**src/rtl/cpu_core_seq_pkg.sv**
```systemverilog
// Shared types and opcode constants for the sequenced 6502-subset core.
package cpu_core_seq_pkg;

    typedef enum logic [3:0] {
        S_FETCH  = 4'd0,
        S_DECODE = 4'd1,
        S_OP1    = 4'd2,
        S_OP2    = 4'd3,
        S_MEM    = 4'd4,
        S_LOAD   = 4'd5,
        S_HALT   = 4'd6
    } state_t;

    typedef logic [15:0] addr_t;
    typedef logic [7:0]  data_t;

    localparam data_t OP_BRK   = 8'h00;
    localparam data_t OP_CLC   = 8'h18;
    localparam data_t OP_SEC   = 8'h38;
    localparam data_t OP_NOP   = 8'hEA;
    localparam data_t OP_LDA_I = 8'hA9;
    localparam data_t OP_ADC_I = 8'h69;
    localparam data_t OP_LDA_A = 8'hAD;
    localparam data_t OP_STA_A = 8'h8D;
    localparam data_t OP_JMP_A = 8'h4C;

endpackage

```
**src/rtl/cpu_core_seq_alu.sv**
```systemverilog
// Combinational ADC / pass-through unit with N/Z/C generation.
module cpu_alu #(
    parameter int DATA_W = 8
) (
    input  logic [DATA_W-1:0] a_i,
    input  logic [DATA_W-1:0] b_i,
    input  logic              cin_i,
    input  logic              add_i,
    output logic [DATA_W-1:0] res_o,
    output logic              n_o,
    output logic              z_o,
    output logic              c_o
);

    logic [DATA_W:0] sum;

    always_comb begin
        sum = {1'b0, a_i} + {1'b0, b_i} + {{DATA_W{1'b0}}, cin_i};
        if (add_i) begin
            res_o = sum[DATA_W-1:0];
            c_o   = sum[DATA_W];
        end else begin
            res_o = b_i;
            c_o   = cin_i;
        end
        n_o = res_o[DATA_W-1];
        z_o = (res_o == '0);
    end

endmodule

```
**src/rtl/cpu_core_seq.sv**
```systemverilog
// Fetch/decode/execute sequencer for a 6502 opcode subset on a
// single-port synchronous memory (read data one cycle after address).
module cpu_core_seq
    import cpu_core_seq_pkg::*;
#(
    parameter int                DATA_W    = 8,
    parameter int                ADDR_W    = 16,
    parameter logic [ADDR_W-1:0] RESET_VEC = '0
) (
    input  logic              clk,
    input  logic              rst,
    input  logic              run,
    input  logic [DATA_W-1:0] mem_rdata,
    output logic [ADDR_W-1:0] mem_addr,
    output logic [DATA_W-1:0] mem_wdata,
    output logic              mem_we,
    output state_t            state,
    output logic [ADDR_W-1:0] pc,
    output logic [DATA_W-1:0] acc,
    output logic [2:0]        flags,
    output logic              halted,
    output logic              illegal
);

    if (!(DATA_W < ADDR_W && ADDR_W <= 2 * DATA_W)) begin : g_bad_w
        $error("cpu_core_seq: need DATA_W < ADDR_W <= 2*DATA_W");
    end

    localparam logic [DATA_W-1:0] I_BRK   = DATA_W'(OP_BRK);
    localparam logic [DATA_W-1:0] I_CLC   = DATA_W'(OP_CLC);
    localparam logic [DATA_W-1:0] I_SEC   = DATA_W'(OP_SEC);
    localparam logic [DATA_W-1:0] I_NOP   = DATA_W'(OP_NOP);
    localparam logic [DATA_W-1:0] I_LDA_I = DATA_W'(OP_LDA_I);
    localparam logic [DATA_W-1:0] I_ADC_I = DATA_W'(OP_ADC_I);
    localparam logic [DATA_W-1:0] I_LDA_A = DATA_W'(OP_LDA_A);
    localparam logic [DATA_W-1:0] I_STA_A = DATA_W'(OP_STA_A);
    localparam logic [DATA_W-1:0] I_JMP_A = DATA_W'(OP_JMP_A);

    state_t              state_q;
    logic [ADDR_W-1:0]   pc_q;
    logic [ADDR_W-1:0]   pc_d;
    logic [ADDR_W-1:0]   ea_mem_d;
    logic [ADDR_W-1:0]   ea_jmp_d;
    logic [DATA_W-1:0]   acc_q;
    logic [DATA_W-1:0]   ir_q;
    logic [DATA_W-1:0]   lo_q;
    logic [DATA_W-1:0]   hi_q;
    logic                n_q;
    logic                z_q;
    logic                c_q;
    logic                halted_q;
    logic                illegal_q;

    logic                alu_add;
    logic [DATA_W-1:0]   alu_res;
    logic                alu_n;
    logic                alu_z;
    logic                alu_c;

    assign pc_d     = pc_q + ADDR_W'(1);
    assign ea_mem_d = ADDR_W'({hi_q, lo_q});
    // JMP takes the high byte straight off the bus to save a cycle
    assign ea_jmp_d = ADDR_W'({mem_rdata, lo_q});
    assign alu_add  = (state_q == S_OP1) && (ir_q == I_ADC_I);

    cpu_alu #(
        .DATA_W (DATA_W)
    ) u_alu (
        .a_i   (acc_q),
        .b_i   (mem_rdata),
        .cin_i (c_q),
        .add_i (alu_add),
        .res_o (alu_res),
        .n_o   (alu_n),
        .z_o   (alu_z),
        .c_o   (alu_c)
    );

    always_ff @(posedge clk) begin
        if (rst) begin
            state_q   <= S_FETCH;
            pc_q      <= RESET_VEC;
            acc_q     <= '0;
            ir_q      <= '0;
            lo_q      <= '0;
            hi_q      <= '0;
            n_q       <= 1'b0;
            z_q       <= 1'b0;
            c_q       <= 1'b0;
            halted_q  <= 1'b0;
            illegal_q <= 1'b0;
        end else begin
            case (state_q)
                S_FETCH: begin
                    if (run) begin
                        pc_q    <= pc_d;
                        state_q <= S_DECODE;
                    end
                end
                S_DECODE: begin
                    ir_q <= mem_rdata;
                    case (mem_rdata)
                        I_NOP: state_q <= S_FETCH;
                        I_CLC: begin
                            c_q     <= 1'b0;
                            state_q <= S_FETCH;
                        end
                        I_SEC: begin
                            c_q     <= 1'b1;
                            state_q <= S_FETCH;
                        end
                        I_BRK: begin
                            halted_q <= 1'b1;
                            state_q  <= S_HALT;
                        end
                        I_LDA_I, I_ADC_I, I_LDA_A, I_STA_A, I_JMP_A: begin
                            pc_q    <= pc_d;
                            state_q <= S_OP1;
                        end
                        default: begin
                            halted_q  <= 1'b1;
                            illegal_q <= 1'b1;
                            state_q   <= S_HALT;
                        end
                    endcase
                end
                S_OP1: begin
                    case (ir_q)
                        I_LDA_I, I_ADC_I: begin
                            acc_q   <= alu_res;
                            n_q     <= alu_n;
                            z_q     <= alu_z;
                            c_q     <= alu_c;
                            state_q <= S_FETCH;
                        end
                        default: begin
                            lo_q    <= mem_rdata;
                            pc_q    <= pc_d;
                            state_q <= S_OP2;
                        end
                    endcase
                end
                S_OP2: begin
                    hi_q <= mem_rdata;
                    if (ir_q == I_JMP_A) begin
                        pc_q    <= ea_jmp_d;
                        state_q <= S_FETCH;
                    end else begin
                        state_q <= S_MEM;
                    end
                end
                S_MEM: begin
                    state_q <= (ir_q == I_LDA_A) ? S_LOAD : S_FETCH;
                end
                S_LOAD: begin
                    acc_q   <= alu_res;
                    n_q     <= alu_n;
                    z_q     <= alu_z;
                    state_q <= S_FETCH;
                end
                S_HALT: state_q <= S_HALT;
                default: state_q <= S_FETCH;
            endcase
        end
    end

    assign mem_addr  = (state_q == S_MEM) ? ea_mem_d : pc_q;
    assign mem_we    = (state_q == S_MEM) && (ir_q == I_STA_A);
    assign mem_wdata = acc_q;
    assign state     = state_q;
    assign pc        = pc_q;
    assign acc       = acc_q;
    assign flags     = {n_q, z_q, c_q};
    assign halted    = halted_q;
    assign illegal   = illegal_q;

endmodule

```
**config.mk**
```make
export PLATFORM = sky130hd
export DESIGN_NAME = cpu_core_seq
export DESIGN_NICKNAME = d
export VERILOG_FILES = /design/src/rtl/cpu_core_seq_pkg.sv /design/src/rtl/cpu_core_seq_alu.sv /design/src/rtl/cpu_core_seq.sv
export SDC_FILE = /design/constraint.sdc
export NUM_CORES = 1
export LEC_CHECK = 0
export BUFFER_PORTS_ARGS = -buffer_cell sky130_fd_sc_hd__buf_2
export CORE_ASPECT_RATIO = 1.4
export CORE_MARGIN = 1.5
export CORE_UTILIZATION = 50
export DETAILED_ROUTE_END_ITERATION = 10
export PLACE_DENSITY = 0.78
export SYNTH_ARGS = -nofsm -noshare
export SYNTH_HDL_FRONTEND = slang
export SYNTH_SLANG_ARGS = --single-unit
```
**constraint.sdc**
```tcl
create_clock -name clk -period 3 [get_ports clk]
set_input_delay 0 -clock clk [delete_from_list [all_inputs] [get_ports clk]]
set_output_delay 0 -clock clk [all_outputs]
set_load 0.1 [all_outputs]
```
### Word level (Yosys, flattened, before mapping)

Index checks and enable logic that the tools add are counted.
W data, S select, Z words.

| storage, ports and cells | value |
|---|---|
| output and inout port bits | 58 |
| bits in read-only memories | 0 |
| memories | 0 |
| logic and storage cells | 85 |
| bits in latches | 0 |
| input bits | 11 |
| bits in writable memories | 0 |
| flip-flop bits (word level) | 57 |

| cells by class | value |
|---|---|
| equal/unequal tests | 26 |
| multiply operators | 0 |
| divide/modulo/power cells | 0 |
| reduce and logical (&&, ||, !) cells | 19 |
| bitwise gates (word level) | 3 |
| multiplexer cells | 23 |
| add/sub/neg operators | 3 |
| shift-type cells | 0 |
| magnitude comparators | 0 |

Operators with widths:

| kind | count |
|---|---|
| $mux W16 | 5 |
| $pmux W16 S4 | 1 |
| $eq A8 B8 Y1 const B | 7 |
| $eq A8 B7 Y1 const B | 4 |
| $pmux W4 S6 | 1 |
| $add A16 B1 Y16 const B | 1 |
| $logic_not A8 Y1 | 2 |
| $mux W8 | 2 |
| $pmux W8 S2 | 1 |
| $eq A4 B3 Y1 const B | 3 |
| $ne A2 B2 Y1 const B | 5 |
| $add A8 B8 Y9 | 1 |
| $add A9 B1 Y9 | 1 |
| $reduce_or A9 Y1 | 1 |
| $eq A4 B2 Y1 const B | 2 |
| $eq A8 B5 Y1 const B | 1 |
| $eq A8 B6 Y1 const B | 1 |
| $pmux W1 S2 | 4 |
| $reduce_and A2 Y1 | 4 |
| $reduce_or A8 Y1 | 1 |
| $mux W3 | 2 |
| $pmux W3 S2 | 1 |
| $reduce_and A5 Y1 | 1 |
| $reduce_or A5 Y1 | 1 |
| 14 further kinds | 21 |

### Depth between registers and ports, before layout

Gate-level depths: netlist (run 1).

| depth | value |
|---|---|
| depth in word-level cells | 6 |
| depth in mapped cells | 10 |
| mapped depth without buffers | 9 |

### Hierarchy

Synthesis (run 1) repeated with hierarchy kept, for this count alone.

| second synthesis, totals | value |
|---|---|
| cell total of the unflattened synthesis | 438 |
| area total of the unflattened synthesis | 3642.2 µm² |

By module, submodules not included:

| module | area each (µm²) | cells an instance | seq. area each (µm²) | instances |
|---|---|---|---|---|
| cpu_core_seq | 3012.9 | 355 | 1121.1 | 1 |
| cpu_alu | 629.4 | 83 | 0.0 | 1 |

### Worst setup path before layout (run 1)

Ideal clock, no wire load.

| timing | value |
|---|---|
| kind | register to output |
| start | reg state_q[2], in the netlist state[2] |
| end | out mem_we |
| cell stages (with the launch flop) | 7 |
| path slack | -0.487 ns |
| data required time | 3.000 ns |
| data arrival time | 3.487 ns |
| path buffers | 3 |
| cells stage by stage | dfxtp_1 > clkbuf_1 > nor3b_1 > clkbuf_1 > clkbuf_1 > nand3_1 > nor2_1 |

| on the way | value |
|---|---|
| cells in the longest elaborated chain, start to end | 2 |

Ends and longest elaborated chain:

| item | line | source |
|---|---|---|
| from (decl) | cpu_core_seq.sv:39 | `state_t state_q;` |
| from (signal assigned) | cpu_core_seq.sv:153 | `state_q <= (ir_q == I_LDA_A) ? S_LOAD : S_FETCH;` |
| $eq A4 B3 Y1 | cpu_core_seq.sv:168 | `assign mem_we = (state_q == S_MEM) && (ir_q == I_STA_A);` |
| $logic_and A1 B1 Y1 | cpu_core_seq.sv:168 |  |
| to (decl) | cpu_core_seq.sv:16 | `output logic mem_we,` |

No other way between the ends.

### Final worst setup path (run 1)

| timing | value |
|---|---|
| start | reg c_q |
| end | reg z_q |

| on the way | value |
|---|---|
| cells in the longest elaborated chain, start to end | 5 |

Ends and longest elaborated chain:

| item | line | source |
|---|---|---|
| from (decl) | cpu_core_seq.sv:50 | `logic c_q;` |
| from (signal assigned) | cpu_core_seq.sv:133 | `c_q <= alu_c;` |
| $add A9 B1 Y9 (*) | cpu_core_seq_alu.sv:18 | `sum = {1'b0, a_i} + {1'b0, b_i} + {{DATA_W{1'b0}}, cin_i};` |
| $mux W8 (*) | cpu_core_seq_alu.sv:19 | `if (add_i) begin` |
| $logic_not A8 Y1 (*) | cpu_core_seq_alu.sv:27 | `z_o = (res_o == '0);` |
| $mux W1 | cpu_core_seq.sv:128 | `case (ir_q)` |
| $pmux W1 S2 (*) | cpu_core_seq.sv:93 | `case (state_q)` |
| to (signal assigned) | cpu_core_seq.sv:132 | `z_q <= alu_z;` |
| to (signal assigned) | cpu_core_seq.sv:158 | `z_q <= alu_z;` |
| to (decl) | cpu_core_seq.sv:49 | `logic z_q;` |

Every way passes the cells marked *; elsewhere a longest branch is shown, timed or not. The select of a mux whose other input is x is not followed.
A chain may end at the register's enable or synchronous reset.

==> results.sh, run 1 <==
export IMPL_outcome="completed"
export IMPL_synth_edf_count=0
export IMPL_finalHoldViolCount=0
export IMPL_clockBufferDepth=2
export IMPL_synth_distinct_cells=64
export IMPL_die_h_um=101
export IMPL_cts_resized=0
export IMPL_fin_util_pct=57.2
export IMPL_whs_ns=0.0835
export IMPL_ff2ff_setup_slack_ns=0.46
export IMPL_final_setup_tns_ns=0
export IMPL_cts_tree="done"
export IMPL_yosysTopAreaCell="dfxtp_1"
export IMPL_wl_per_cell_um=15.2
export IMPL_viasPerCell=5.78
export IMPL_grt_setup_unrepaired="false"
export IMPL_firstDrtPassIters=5
export IMPL_fin_crit_sh_pct=84.6
export IMPL_syn_cell_area_mm2=0.00346
export IMPL_fin_nets=489
export IMPL_synth_nets=453
export IMPL_critPathMaxStageDelay_ns=0.42
export IMPL_end_kind="flop"
export IMPL_ir_drop_mv=0.265
export IMPL_ys_warn_count=0
export IMPL_htree_levels=2
export IMPL_gp_congestion=0.896
export IMPL_final_common_cell="buf_2"
export IMPL_r2r_end="z_q"
export IMPL_dpl_hpwl_um=6170
export IMPL_fillerInstances=629
export IMPL_grt_use_total_pct=23.7
export IMPL_synth_main_ff_cell="dfxtp_1"
export IMPL_period_needed_ns=2.54
export IMPL_ctsHoldBuffers=0
export IMPL_async_flop_share_pct=0
export IMPL_regArea_mm2=0.00110
export IMPL_cts_made_buffers=5
export IMPL_postCtsSetupBuffers=0
export IMPL_final_cell_mix="buf_2 (67), nand2_1 (66), dfxtp_1 (54)"
export IMPL_crit_path_start_kind="flop"
export IMPL_insertion_delay_ns=0.31
export IMPL_die_x_um=73.3
export IMPL_clock_fmax_mhz=394
export IMPL_port_buffers=67
export IMPL_report_final_slew_viol_count=0
export IMPL_synth_top_area_share_pct=31.8
export IMPL_tightest_slew_ns=0.874
export IMPL_postRouteAntennaNets=0
export IMPL_multi_input_area_mm2=0.00209
export IMPL_hold_start="mem_rdata[1]"
export IMPL_dp_cells=553
export IMPL_max_slew_margin_pct=41.6
export IMPL_wl_um=8520
export IMPL_crit_required_ns=3.23
export IMPL_hold_path_class="in2reg"
export IMPL_final_layout_size_suffix_gt1_share_pct=24.4
export IMPL_slowest_stage="fa_1"
export IMPL_core_area_mm2=0.00666
export IMPL_cts_sinks=55
export IMPL_worstPathCellList="inv_1 > fa_1 > fa_1 > nor2b_1 > o21ai_0 > xnor2_1 > nor4_1 > a31oi_1 > o32ai_2"
export IMPL_grt_ovfl_total=0
export IMPL_antenna_cells=0
export IMPL_ys_seq_area_share_pct=31.8
export IMPL_r2r_cells=9
export IMPL_grt_antenna_before_repair=0
export IMPL_cpMostUsedCell="fa_1"
export IMPL_power_density_mw_per_mm2=515
export IMPL_final_cells=559
export IMPL_drv_cap=0
export IMPL_synthToLayoutAreaGrowth_pct=10.1
export IMPL_grt_max_degree=49
export IMPL_ys_top_cells_by_area="dfxtp_1 (32%), nand2_1 (7.2%), mux2i_1 (5.2%), mux2_2 (5.2%), a21oi_1 (4.8%)"
export IMPL_worstHoldPathCells=3
export IMPL_io_pins=69
export IMPL_grt_pass1_wl_um=13900
export IMPL_crit_type="reg2reg"
export IMPL_synth_seq_cells=55
export IMPL_drc=0
export IMPL_start_util_pct=51.9
export IMPL_avgSynthCellArea_um2=8.00
export IMPL_crit_arrival_ns=2.77
export IMPL_clk_pin_slew_worst_paths_ns=0.10
export IMPL_fp_dieArea_mm2=0.00743
export IMPL_total_power_w=0.00196
export IMPL_rows=35
export IMPL_r2r_start="c_q"
export IMPL_grt_pass1_vias=3009
export IMPL_root_buffer="clkbuf_8"
export IMPL_leakage_nw=1.57
export IMPL_final_setup_viol_count=0
export IMPL_cp_max_fo=2
export IMPL_drtIter0Drc=165
export IMPL_hold_end="hi_q[1]"
export IMPL_skew_ns=0.00829
export IMPL_synthCells=432
export IMPL_num_vias=3231
==> sequential cells by signal, indices dropped and copies added (netlist names) <==
name	cells
lo_q	8
halted	1
hi_q	8
pc	16
ir_q	8
acc	7
z_q	1
state	3
illegal	1
c_q	1
n_q	1
==> worst max path at each step <==
stage	slack (ns)	from	to
after detailed placement	0.51	state[1]	z_q
after CTS	0.48	state[1]	z_q
after floorplan	0.21	state[2]	mem_we
final	0.46	c_q	z_q
after global placement	0.62	state[1]	z_q
after global routing	0.32	state[1]	z_q
==> synth_stat cells (3+ instances only) <==
library cell / number
buf_4: 13
nand2_1: 66
nand3b_1: 3
a32o_1: 7
mux2i_1: 18
o21a_1: 3
a21oi_1: 33
nor2b_1: 5
mux2_2: 16
nand4_1: 5
o211ai_1: 3
or4_1: 3
nor3_1: 5
buf_2: 6
inv_1: 10
ha_1: 8
xnor2_1: 5
nor2_1: 42
dfxtp_1: 55
nand3_1: 7
clkbuf_1: 23
a311oi_1: 7
o21ai_0: 18
nand2b_1: 7
nor4_1: 5
a211oi_1: 7
==> routing by layer <==
metal / up-vias / routed length [um] / global-route usage [%]
li1: 1592 / - / -
met1: 1533 / 3590 / 28.9
met2: 84 / 4370 / 40.2
met3: 22 / 326 / 3.18
met4: 0 / 237 / 11.8
met5: - / 0 / 0
==> critical path, delay by kind of cell (launching register included) <==
family                     cells  cell delay (ns)
AOI/OAI and AO/OA              3             0.53
and+or+nand+nor                2             0.50
buffers and inverters          1             0.09
xor gates and xnor gates       1             0.16
DFF                            1             0.36
adders and majority gates      2             0.82
==> metrics by stage <==
| step | setup WS [ns] | instance area [um2] |
|---|---|---|
| after CTS | 0.485 | 3810 |
| after global routing | 0.323 | 3810 |
| after floorplan | 0.210 | 3470 |
| after detailed placement | 0.506 | 3730 |
| final | 0.461 | 3810 |
| after global placement | 0.619 | 3730 |
==> power breakdown <==
| part | switching [W] | internal (W) |
|---|---|---|
| clock network | 0.000234 | 0.000157 |
| registers | 0.0000604 | 0.000779 |
| logic | 0.000554 | 0.000174 |
| total | 0.000849 | 0.00111 |
==> kinds of logic (layout without fill, tap and decap cells) <==
logic type	count (synthesis)	in the layout	share of synthesized area (%)
other cells	1	1	0.108
flops	55	55	31.8
compound gates	101	101	20.1
xor+xnor	6	6	1.52
fa+ha+maj	10	10	4.05
mux	34	34	10.4
simple gates	170	170	23.9
buf+inv	55	90	8.03
==> layout make-up <==
class / count / share of cell area (%)
well taps: 92 / 3.02
repair buffers: 74 / 10.2
flip-flops and latches: 55 / 29.0
clock buffers: 6 / 1.91
inverters: 10 / 0.986
multi-input cells: 322 / 54.9
Power figures use the tool's default switching activity.
==> run 2, diff against run 1 <==
- ABC_AREA: unset -> 1
- PLACE_DENSITY: 0.78 -> 0.77
- clock period: 3 -> 2.4 ns (I/O delays scaled with it)
==> results.sh, run 2 <==
export IMPL_outcome="completed"
export IMPL_largest_reg_flops=16
export IMPL_rows=36
export IMPL_avgSynthCellArea_um2=6.24
export IMPL_final_setup_tns_ns=0
export IMPL_grt_antenna_before_repair=0
export IMPL_insertion_delay_ns=0.32
export IMPL_synth_seq_cells=55
export IMPL_drv_cap=0
export IMPL_pwr_share_comb_pct=62.3
export IMPL_crit_arrival_ns=2.40
export IMPL_grt_setup_unrepaired="false"
export IMPL_syn_cell_area_mm2=0.00351
export IMPL_crit_path_start_kind="flop"
export IMPL_port_buffers=67
export IMPL_power_density_mw_per_mm2=1320
export IMPL_worstPathCellList="inv_1 > fa_1 > fa_2 > inv_1 > nand2_1 > nand2_1 > nand2_1 > nand2_1 > nand2_1 > nand2_1 > nand2_1 > nor2_1 > nand3_1 > nor2_1 > nor2_1 > nor2_1"
export IMPL_synthToLayoutAreaGrowth_pct=22.1
export IMPL_p_int_w=0.00241
export IMPL_synth_main_ff_cell="dfxtp_1"
export IMPL_antenna_cells=0
export IMPL_root_buffer="clkbuf_8"
export IMPL_start_util_pct=50.9
export IMPL_cts_sinks=55
export IMPL_cpMostUsedCell="nand2_1"
export IMPL_grt_ovfl_total=0
export IMPL_regArea_mm2=0.00111
export IMPL_ys_top_cells_by_area="dfxtp_1 (31%), nand2_1 (16%), o21ai_0 (7.3%), nor2_1 (6.9%), inv_1 (6.8%)"
export IMPL_p_sw_share_pct=57.5
export IMPL_fin_crit_sh_pct=89.4
export IMPL_synth_edf_count=0
export IMPL_final_cell_mix="nand2_1 (149), nor2_1 (65), inv_1 (64)"
export IMPL_synth_nets=584
export IMPL_grt_pass1_vias=3593
export IMPL_clock_fmax_mhz=466
export IMPL_grt_max_degree=25
export IMPL_fin_nets=636
export IMPL_gp_congestion=0.877
export IMPL_final_setup_viol_count=0
export IMPL_grt_pass1_wl_um=15700
export IMPL_hold_path_class="in2reg"
export IMPL_die_x_um=73.8
export IMPL_fin_util_pct=62.2
export IMPL_critical_path_top_delay_family="simple AND/OR/NAND/NOR gates"
export IMPL_ys_warn_count=0
export IMPL_yosysTopAreaCell="dfxtp_1"
export IMPL_cp_num_buf_inv=2
export IMPL_critPathMaxStageDelay_ns=0.43
export IMPL_drc=0
export IMPL_synth_distinct_cells=37
export IMPL_final_layout_size_suffix_gt1_share_pct=20.8
export IMPL_finalHoldViolCount=0
export IMPL_crit_required_ns=2.66
export IMPL_htree_levels=2
export IMPL_cts_tree="done"
export IMPL_final_common_cell="nand2_1"
export IMPL_firstDrtPassIters=4
export IMPL_period_needed_ns=2.15
export IMPL_synth_top_area_share_pct=31.4
export IMPL_ir_drop_mv=0.650
export IMPL_multi_input_area_mm2=0.00208
export IMPL_fp_dieArea_mm2=0.00754
export IMPL_wl_per_cell_um=13.7
export IMPL_p_clk_share_pct=13.2
export IMPL_dpl_hpwl_um=7170
export IMPL_slowest_stage="fa_1"
export IMPL_report_final_slew_viol_count=0
export IMPL_cts_made_buffers=5
export IMPL_skew_ns=0.0146
export IMPL_seq_power_share_pct=24.5
export IMPL_core_area_mm2=0.00689
export IMPL_final_cells=711
export IMPL_grt_use_total_pct=26.2
export IMPL_wl_um=9720
export IMPL_synthCells=563
export IMPL_end_kind="flop"
export IMPL_crit_type="reg2reg"
export IMPL_viasPerCell=5.35
export IMPL_clockBufferDepth=2
export IMPL_whs_ns=0.0330
export IMPL_leakage_nw=2.03
export IMPL_synthTopCellsByCount="nand2_1 (149), nor2_1 (65), inv_1 (64)"
export IMPL_clk_pin_slew_worst_paths_ns=0.10
export IMPL_p_switching_w=0.00326
export IMPL_dp_cells=702
export IMPL_cp_max_fo=4
export IMPL_die_h_um=102
export IMPL_io_pins=69
export IMPL_async_flop_share_pct=0
export IMPL_num_vias=3807
export IMPL_drtIter0Drc=259
export IMPL_synth_most_common_cell="nand2_1"
export IMPL_postRouteAntennaNets=0
export IMPL_fillerInstances=639
export IMPL_ys_seq_area_share_pct=31.4
## run 2: cell count changes in the layout (fill, tap and decap cells not counted), sizes merged, moves of 7 or more
cell and change:
nand2 +83, inv +63, o21ai +42, nand3 +29, nor2 +24, mux2i -18
mux2 -16, a21oi +8, a32o -7, nand2b -7
## run 2: stage by stage
stage	instance area (um2)	setup WS, ns	power [W]
floorplan	3640	0.0347	0.00425
global placement	4140	0.262	0.00487
detailed placement	4140	0.205	0.00492
CTS	4280	0.182	0.00567
global route	4290	0.00835	0.00597
finish	4290	0.255	0.00567
## run 2: per-layer routing
metal | share of wire, % | GRT usage [%] | vias to the layer above
met4 | 3.4 | 14.5 | 0
met5 | 0 | 0 | -
li1 | - | - | 1899
met2 | 52 | 46.5 | 124
met3 | 3.9 | 2.86 | 30
met1 | 41 | 30.1 | 1754
## run 2: repair_timing
action                                  in CTS  in global routing
hold buffers                                 1                  0
resized for setup                            0                  2
hold endpoints to repair                     1                  0
setup buffers                                0                  0
endpoints found under the setup margin       0                  1
## run 2: final cells by class
type / count / share of cell area (%)
Clock buffer: 5 / 1.61
Clock inverter: 3 / 1.55
Inverter: 73 / 6.45
Multi-Input combinational cell: 405 / 48.5
Sequential cell: 55 / 26.0
Tap cell: 95 / 2.77
Timing Repair Buffer: 75 / 13.1
## run 2: final timing paths
path,from,to,slack (ns),depth (start not counted)
hold / removal,mem_rdata[7],hi_q[7],0.03,3
setup / recovery,acc[0],z_q,0.25,16
setup reg to reg,acc[0],z_q,0.25,16
hold reg to reg,illegal,illegal,0.46,2
## run 2: worst register-to-register path: stages (launching register included)
cell and delay [ns]:
dfxtp_4 0.36, inv_1 0.05, fa_1 0.43, fa_2 0.37, inv_1 0.06, nand2_1 0.04
nand2_1 0.09, nand2_1 0.06, nand2_1 0.05, nand2_1 0.05, nand2_1 0.09, nand2_1 0.05
nor2_1 0.10, nand3_1 0.08, nor2_1 0.09, nor2_1 0.05, nor2_1 0.07
## run 2: cells by family (layout without fill, tap and decap cells)
family,count (synthesis),count (layout),synth area share (%)
and+or+nand+nor,275,275,33.5
AOI/OAI and AO/OA,114,114,16.9
buffers and inverters,103,156,12.9
DFF,55,55,31.4
adders and majority gates,10,10,3.99
xor gates and xnor gates,5,5,1.25
other,1,1,0.107
## run 2: power groups by stage
| stage | logic (W) | registers, W | clock network (W) |
|---|---|---|---|
| 6_report | 0.00353 | 0.00139 | 0.000746 |
| 4_1_cts | 0.00353 | 0.00138 | 0.000757 |
| 3_5_place_dp | 0.00352 | 0.00140 | 0 |
| 2_1_floorplan | 0.00207 | 0.00219 | 0 |
| 3_3_place_gp | 0.00348 | 0.00139 | 0 |
| 5_1_grt | 0.00376 | 0.00142 | 0.000784 |
